===== config.mk =====
export PLATFORM = sky130hd
export DESIGN_NAME = ray_issue_flat
export DESIGN_NICKNAME = d
export VERILOG_FILES = /design/src/rtl/ray_issue_if.sv /design/src/rtl/ray_issue.sv /design/src/flat_wrapper.sv
export SDC_FILE = /design/constraint.sdc
export NUM_CORES = 2
export LEC_CHECK = 0
export BUFFER_PORTS_ARGS = -buffer_cell sky130_fd_sc_hd__buf_4
export CAP_MARGIN = 15
export CORE_UTILIZATION = 29
export CTS_BUF_LIST = sky130_fd_sc_hd__clkbuf_2 sky130_fd_sc_hd__clkbuf_4 sky130_fd_sc_hd__clkbuf_8
export CTS_CLUSTER_DIAMETER = 30
export CTS_CLUSTER_SIZE = 10
export DETAILED_ROUTE_END_ITERATION = 8
export GPL_TIMING_DRIVEN = 0
export SYNTH_ARGS = -nofsm -noshare
export SYNTH_HDL_FRONTEND = slang
export SYNTH_SLANG_ARGS = --single-unit

===== constraint.sdc =====
create_clock -name clock -period 28.9 [get_ports clock]
set_clock_uncertainty 0.1 [all_clocks]
set_input_delay 1.445 -clock clock [delete_from_list [all_inputs] [get_ports clock]]
set_output_delay 1.445 -clock clock [all_outputs]
set_load 0.01 [all_outputs]

===== src/rtl/ray_issue_if.sv =====
// Downstream FIFO-side bundle of the ray issuer: one ray (origin, direction,
// pixel coordinates) plus write enables to, and full flags from, the two FIFOs.
interface ray_issue_if;
    logic        [1:0]  in_full;
    logic        [1:0]  in_wr_en;
    logic signed [31:0] origin [3];
    logic signed [31:0] dir    [3];
    logic        [15:0] pixel_x;
    logic        [15:0] pixel_y;

    modport master (
        input  in_full,
        output in_wr_en, origin, dir, pixel_x, pixel_y
    );

    modport slave (
        output in_full,
        input  in_wr_en, origin, dir, pixel_x, pixel_y
    );
endinterface


===== src/rtl/ray_issue.sv =====
// Primary-ray issuer: walks a WIDTH x HEIGHT frame, generating one ray per pixel
// by incremental direction adds, and writes each ray to two FIFOs in lockstep.
module ray_issue #(
    parameter int Q_BITS = 16,
    parameter int WIDTH  = 8,
    parameter int HEIGHT = 8
) (
    input  logic               clock,
    input  logic               reset,
    input  logic               start,
    input  logic signed [31:0] cam_origin [3],
    input  logic signed [31:0] dir_base   [3],
    input  logic signed [31:0] dir_du     [3],
    input  logic signed [31:0] dir_dv     [3],
    ray_issue_if.master        ray,
    output logic               busy,
    output logic               done
);

    if (Q_BITS < 0 || Q_BITS > 31 || WIDTH < 1 || WIDTH > 65535 ||
        HEIGHT < 1 || HEIGHT > 65535) begin : g_bad_params
        $error("ray_issue: parameter out of range");
    end

    localparam logic [15:0] X_LAST = 16'(WIDTH - 1);
    localparam logic [15:0] Y_LAST = 16'(HEIGHT - 1);

    typedef enum logic [1:0] {
        S_IDLE,
        S_RUN,
        S_DONE
    } state_t;

    state_t             state_q, state_d;
    logic signed [31:0] org_q [3], org_d [3];
    logic signed [31:0] dir_q [3], dir_d [3];
    logic signed [31:0] row_q [3], row_d [3];
    logic signed [31:0] du_q  [3], du_d  [3];
    logic signed [31:0] dv_q  [3], dv_d  [3];
    logic        [15:0] px_q, px_d;
    logic        [15:0] py_q, py_d;

    logic wr_en;
    logic last_pixel;

    assign wr_en      = (state_q == S_RUN) && !ray.in_full[0] && !ray.in_full[1];
    assign last_pixel = (px_q == X_LAST) && (py_q == Y_LAST);

    // row_q tracks the direction of the first pixel of the current row, so a
    // row change rebuilds dir from it instead of undoing the column adds.
    always_comb begin
        state_d = state_q;
        org_d   = org_q;
        dir_d   = dir_q;
        row_d   = row_q;
        du_d    = du_q;
        dv_d    = dv_q;
        px_d    = px_q;
        py_d    = py_q;
        unique case (state_q)
            S_IDLE: begin
                if (start) begin
                    state_d = S_RUN;
                    org_d   = cam_origin;
                    du_d    = dir_du;
                    dv_d    = dir_dv;
                    dir_d   = dir_base;
                    row_d   = dir_base;
                    px_d    = '0;
                    py_d    = '0;
                end
            end
            S_RUN: begin
                if (wr_en) begin
                    if (last_pixel) begin
                        state_d = S_DONE;
                    end else if (px_q != X_LAST) begin
                        px_d = px_q + 16'd1;
                        for (int k = 0; k < 3; k++) begin
                            dir_d[k] = dir_q[k] + du_q[k];
                        end
                    end else begin
                        px_d = '0;
                        py_d = py_q + 16'd1;
                        for (int k = 0; k < 3; k++) begin
                            row_d[k] = row_q[k] + dv_q[k];
                            dir_d[k] = row_q[k] + dv_q[k];
                        end
                    end
                end
            end
            S_DONE: begin
                state_d = S_IDLE;
            end
            default: begin
                state_d = S_IDLE;
            end
        endcase
    end

    always_ff @(posedge clock or posedge reset) begin
        if (reset) begin
            state_q <= S_IDLE;
            org_q   <= '{default: '0};
            dir_q   <= '{default: '0};
            row_q   <= '{default: '0};
            du_q    <= '{default: '0};
            dv_q    <= '{default: '0};
            px_q    <= '0;
            py_q    <= '0;
        end else begin
            state_q <= state_d;
            org_q   <= org_d;
            dir_q   <= dir_d;
            row_q   <= row_d;
            du_q    <= du_d;
            dv_q    <= dv_d;
            px_q    <= px_d;
            py_q    <= py_d;
        end
    end

    assign ray.in_wr_en = {wr_en, wr_en};
    assign ray.origin   = org_q;
    assign ray.dir      = dir_q;
    assign ray.pixel_x  = px_q;
    assign ray.pixel_y  = py_q;
    assign busy         = (state_q == S_RUN);
    assign done         = (state_q == S_DONE);

endmodule

===== src/flat_wrapper.sv =====
// flat-port wrapper written by rule: the top's interface ports become plain ports
module ray_issue_flat 
#(
    parameter int Q_BITS = 16,
    parameter int WIDTH  = 8,
    parameter int HEIGHT = 8
)
  (clock, reset, start, cam_origin, dir_base, dir_du, dir_dv, busy, done, ray_in_full, ray_in_wr_en, ray_origin, ray_dir, ray_pixel_x, ray_pixel_y);
  ray_issue_if ray_i ();
  input  logic clock;
  input  logic reset;
  input  logic start;
  input  logic signed [31:0] cam_origin[3];
  input  logic signed [31:0] dir_base[3];
  input  logic signed [31:0] dir_du[3];
  input  logic signed [31:0] dir_dv[3];
  output logic busy;
  output logic done;
  input wire logic [$bits(ray_i.in_full)-1:0] ray_in_full;
  output wire logic [$bits(ray_i.in_wr_en)-1:0] ray_in_wr_en;
  output wire logic [$bits(ray_i.origin)-1:0] ray_origin;
  output wire logic [$bits(ray_i.dir)-1:0] ray_dir;
  output wire logic [$bits(ray_i.pixel_x)-1:0] ray_pixel_x;
  output wire logic [$bits(ray_i.pixel_y)-1:0] ray_pixel_y;
  assign ray_i.in_full = ray_in_full;
  assign ray_in_wr_en = ray_i.in_wr_en;
  assign ray_origin = {>>{ray_i.origin}};
  assign ray_dir = {>>{ray_i.dir}};
  assign ray_pixel_x = ray_i.pixel_x;
  assign ray_pixel_y = ray_i.pixel_y;
  ray_issue #(.Q_BITS(Q_BITS), .WIDTH(WIDTH), .HEIGHT(HEIGHT)) u_core (.clock(clock), .reset(reset), .start(start), .cam_origin(cam_origin), .dir_base(dir_base), .dir_du(dir_du), .dir_dv(dir_dv), .ray(ray_i), .busy(busy), .done(done));
endmodule

# ---- Word-level counts from Yosys, hierarchy flattened
# Cells that the tools add are included.
dict set report classes {
  n_addsub 8
  n_reduce_logical 11
  n_mux 22
  n_eq_ne 10
}
# operator n
set op_table {}
lappend op_table {{$mux W96} 7}
lappend op_table {{$pmux W96 S2} 2}
lappend op_table {{$add A32 B32 Y32} 6}
lappend op_table {{$mux W16} 7}
lappend op_table {{$pmux W16 S2} 2}
lappend op_table {{$add A16 B1 Y16 const B} 2}
lappend op_table {{$eq A16 B3 Y1 const B} 2}
lappend op_table {{$ne A16 B3 Y1 const B} 1}
lappend op_table {{$mux W2} 3}
lappend op_table {{$ne A2 B2 Y1 const B} 3}
lappend op_table {{$reduce_and A5 Y1} 1}
lappend op_table {{$ne A2 B1 Y1 const B} 2}
lappend op_table {{$pmux W2 S2} 1}
lappend op_table {{$reduce_and A4 Y1} 1}
lappend op_table {{$logic_and A1 B1 Y1} 3}
lappend op_table {{$reduce_and A3 Y1} 1}
lappend op_table {{$eq A2 B1 Y1 const B} 1}
lappend op_table {{$eq A2 B2 Y1 const B} 1}
lappend op_table {{$logic_not A1 Y1} 2}
lappend op_table {{$logic_not A2 Y1} 1}
lappend op_table {{$reduce_and A2 Y1} 1}
lappend op_table {{$reduce_bool A2 Y1} 1}
dict set report word_totals {
  elab_cells 69
  regBits 514
}

# ---- Longest topological paths before layout
dict set report depth {
  depth_word 5
  mapped_depth 12
  depth_no_buf 12
}

# ---- Worst setup path after synthesis
# OpenSTA, ideal clock, no wires.
dict set report synth_path {
  kind {input-to-output}
  startpoint {input port ray_in_full[0]}
  endpoint {output port ray_in_wr_en[0]}
  stages 2
  n_path_buf 1
  arrival_ps 1977
  path_slack_ps 25378
  cell_sequence {nor3_1 > buf_4}
}
dict set report synth_between {
  elab_chain_len 3
}
# element line_no
set synth_rtl {}
lappend synth_rtl {{start: declaration} flat_wrapper.sv:19} ;# input wire logic [$bits(ray_i.in_full)-1:0] ray_in_full;
lappend synth_rtl {{$logic_not A1 Y1} ray_issue.sv:46} ;# assign wr_en = (state_q == S_RUN) && !ray.in_full[0] && !ray.in_full[1];
lappend synth_rtl {{$logic_and A1 B1 Y1 (2 in series)} ray_issue.sv:46}
lappend synth_rtl {{end: declaration} flat_wrapper.sv:20} ;# output wire logic [$bits(ray_i.in_wr_en)-1:0] ray_in_wr_en;
# No other way between the ends.

# ---- Worst setup path in the final report
dict set report layout_path {
  startpoint {register u_core.state_q[1]}
  endpoint {output port busy}
}
dict set report layout_between {
  elab_chain_len 1
}
# element line_no
set layout_rtl {}
lappend layout_rtl {{start: declaration} ray_issue.sv:34} ;# state_t state_q, state_d;
lappend layout_rtl {{start signal: assignment} ray_issue.sv:112} ;# state_q <= state_d;
lappend layout_rtl {{$eq A2 B1 Y1} ray_issue.sv:128} ;# assign busy = (state_q == S_RUN);
lappend layout_rtl {{end: declaration} flat_wrapper.sv:17} ;# output logic busy;
# No other way between the ends.

==> parameters.txt <==
Parameter                              Value

Outcome
  Result of the run    completed

Placement
  Post-Place Cells    5693
  Post-DP HPWL    121000 um
  Final estimated routing congestion in global placement    0.973
  Count of input and output buffers    616

Global routing
  Via count of the first global-routing pass    31268
  Remaining global-route overflow    0
  Pin count of the biggest net entering global routing    116
  Global-route wire length before repair    220000 um
  Number of antenna violations at the first check in global routing    31
  Global-route total usage across every layer    28.8%

Timing
  Worst-Margin Slew    1.40 ns
  Share of the clock period used by the worst path    19.0%
  Final-report max-slew violation count    0
  Hold Violations, Final    0
  RSZ-0062 raised after global routing    no
  Highest achievable clock rate    0.182 GHz
  Sum of negative setup slack    0 ns
  Slew HR    6.39%
  Min Clock Period, post-route    5.50 ns
  Final setup violation count    0

Route
  Count of vias placed by the detailed router    31950
  Avg Vias per Cell    5.34
  Number of detailed-routing iterations run before antenna repair    6
  DRT antenna net count    0
  Routed wirelength normalized by instance count    26.3 um
  Residual DRC    0
  First-iteration detailed-routing DRC count    3265
  Drt total wl    157000 um

Die
  Vert. Die Dim    327 um
  Top Ports    617
  CORE AREA    0.104 mm^2
  Initial Utilization    29.4%
  Die width    327 um
  Die area    0.107 mm^2
  Row count    118

Synthesis
  Prevailing post-synth register cell    dfrtp_1
  Yosys cell types    85
  Synthesized flop and latch total    514
  Area share of and/or/nand/nor cells after synthesis    22.7%
  Net Count, Synth    4263
  Post-synthesis mux area share    0.785%
  Xor and xnor area share after synthesis    4.89%
  Number of enable flip-flop cells after synthesis    0
  Combinational family with the most area after synthesis    simple AND/OR/NAND/NOR gates
  Adder and majority cell fraction of the synthesized area    8.08%
  Gate count after technology mapping    3680
  Number of warning messages in the yosys log    0
  Sequential-to-total area share from yosys stat    42.0%
  Mean area per synthesized cell    8.32 um^2
  Combined area of all synthesized cells    0.0306 mm^2
  Post-synthesis compound-gate area fraction    18.7%
  Fraction of registers with async set or reset after synthesis    100%

Critical path
  End of the worst register-to-register path    u_core.row_q[41]
  Required @ worst endpoint    27.35 ns
  R2r setup slk    23.80 ns
  Reg-to-reg critical path startpoint    u_core.state_q[1]
  Worst Path Max Fanout    10
  Crit path arrival time    3.95 ns
  Critical path type    reg2out
  CP Launch Type    register
  Reg2Reg Depth    9
  Kind of capture point of the worst setup path    primary output

Worst hold path
  HP Start    u_core.ray.origin[69]
  Worst hold path endpoint    u_core.ray.origin[69]
  Worst hold path stage count    2
  Kind of path behind the tightest hold check    reg2reg

CTS
  Root buffer selected by CTS    clkbuf_8
  Gates resized, CTS repair    0
  Clock edge transition at the registers on the reported setup and hold paths    0.05 ns
  Number of buffers inserted for hold repair after clock tree synthesis    0
  TritonCTS Sinks    514
  Clock tree from TritonCTS    done
  TritonCTS buffer count    150
  Worst-Skew Late Latency    0.85 ns
  Total number of H-tree levels    4
  Maximum number of buffers from clock root to sink    3
  Setup Buffers After CTS    0

Cells and area
  Share of post-route cells with drive strength above 1    21.0%
  Post-layout nets    5053
  Finished Core Util    39.3%
  Area grow syn2layout    33.7%
  Post-Layout Cell Count    5985

Pwr
  Leakage power of the design    20.6 nW
  Power Dens Cells    124 mW/mm^2
  Worst VDD drop    0.0000507 V

Job
  Max capacitance violation total    0
-- kinds of logic (layout without fill, tap and decap cells) --
family | count (synthesis) | after routing
AOI/OAI and AO/OA | 898 | 898
xor gates and xnor gates | 171 | 171
adders and majority gates | 194 | 194
buffers and inverters | 216 | 1126
DFF | 514 | 514
muxes | 23 | 23
other | 0 | 15
and+or+nand+nor | 1664 | 1664
-- cells in the mapped netlist (9+ instances only) --
| cell type | instances | area (um^2) |
|---|---|---|
| a211o_1 | 9 | 78.8 |
| a211oi_1 | 46 | 345 |
| a21o_1 | 99 | 743 |
| a21oi_1 | 283 | 1420 |
| a221o_1 | 12 | 120 |
| a31oi_1 | 37 | 231 |
| and2_1 | 9 | 56.3 |
| and3_1 | 57 | 357 |
| buf_1 | 15 | 56.3 |
| clkbuf_1 | 154 | 578 |
| dfrtp_1 | 514 | 12900 |
| ha_1 | 188 | 2350 |
| inv_1 | 39 | 146 |
| mux2i_1 | 15 | 150 |
| nand2_1 | 1127 | 4230 |
| nand2b_1 | 16 | 100 |
| nand3_1 | 70 | 350 |
| nand4_1 | 28 | 175 |
| nor2_1 | 228 | 856 |
| nor2b_1 | 24 | 150 |
| nor3_1 | 37 | 185 |
| nor4_1 | 10 | 62.6 |
| o211ai_1 | 28 | 210 |
| o21a_1 | 21 | 158 |
| o21ai_0 | 171 | 856 |
| o21ai_1 | 9 | 45.0 |
| o21bai_1 | 24 | 180 |
| o221ai_1 | 21 | 184 |
| o22ai_1 | 31 | 194 |
| o31ai_1 | 16 | 120 |
| or3_1 | 21 | 131 |
| xnor2_1 | 96 | 841 |
| xor2_1 | 75 | 657 |
-- power breakdown --
part	internal [mW]	switching, mW	total [mW]
Combinational	1.06	1.53	2.59
Sequential	1.01	0.271	1.28
Clock	0.751	0.443	1.19
Total	2.83	2.24	5.07
-- worst max path at each step --
stage,slack (ns),start,end
final,23.40,u_core.state_q[1],busy
after global routing,23.43,u_core.state_q[1],busy
after CTS,23.50,u_core.state_q[1],busy
after detailed placement,23.11,ray_in_full[0],u_core.row_q[41]
after global placement,5.66,reset,u_core.ray.pixel_y[10]
after floorplan,13.00,reset,u_core.du_q[0]
-- registers in the layout, indices dropped and copies added (netlist names) --
name,flops
u_core.row_q,96
u_core.ray.pixel_y,16
u_core.ray.dir,96
u_core.ray.pixel_x,16
u_core.state_q,2
u_core.du_q,96
u_core.ray.origin,96
u_core.dv_q,96
-- area by class of cell --
class	instances	area (um^2)
Buffer	176	721
Sequential cell	514	12900
Multi-Input combinational cell	2950	16900
Clock buffer	197	2590
Tap cell	1380	1730
Antenna cell	15	37.5
Fill cell	10826	63100
Clock inverter	75	936
Timing Repair Buffer	638	5020
Inverter	40	158
-- layout by cell type (no fill, tap or decap), types with 14 or more instances in the layout --
cell / Yosys / layout
nand2_1: 1127 / 1127
buf_4: 2 / 619
dfrtp_1: 514 / 514
a21oi_1: 283 / 283
nor2_1: 228 / 228
ha_1: 188 / 188
clkbuf_8: 4 / 182
o21ai_0: 171 / 171
clkbuf_1: 154 / 150
a21o_1: 99 / 99
xnor2_1: 96 / 96
xor2_1: 75 / 75
nand3_1: 70 / 70
and3_1: 57 / 57
a211oi_1: 46 / 46
inv_1: 39 / 38
nor3_1: 37 / 37
a31oi_1: 37 / 37
o22ai_1: 31 / 31
clkinv_2: 0 / 30
nand4_1: 28 / 28
o211ai_1: 28 / 28
o21bai_1: 24 / 24
nor2b_1: 24 / 24
o21a_1: 21 / 21
or3_1: 21 / 21
o221ai_1: 21 / 21
clkbuf_4: 0 / 19
bufinv_16: 0 / 18
nand2b_1: 16 / 16
o31ai_1: 16 / 16
diode_2: 0 / 15
buf_1: 15 / 15
mux2i_1: 15 / 15
buf_8: 0 / 14
-- through the flow --
stage	worst slack (ns)	power (mW)	hold slack [ns]	area, um^2
floorplan	13.00	2.90	0.350	30600
global placement	5.66	3.78	0.362	37000
detailed placement	23.11	3.81	0.364	37300
CTS	23.50	5.03	0.376	40800
global route	23.43	5.40	0.392	40900
finish	23.40	5.07	0.372	40900
-- per-layer routing --
layer,up-vias,routed length [um],GRT usage [%]
li1,14478,-,-
met1,15372,61200,34.6
met2,1702,73200,46.9
met3,368,15400,8.91
met4,30,7220,13.6
met5,-,209,0
-- critical path, stage by stage (launching register included) --
cell and delay [ns]:
dfrtp_1 0.38, nand2b_1 0.14, clkbuf_1 0.24, inv_2 0.40
clkbuf_1 0.67, buf_1 0.98, buf_4 0.27
Power figures use the tool's default switching activity.
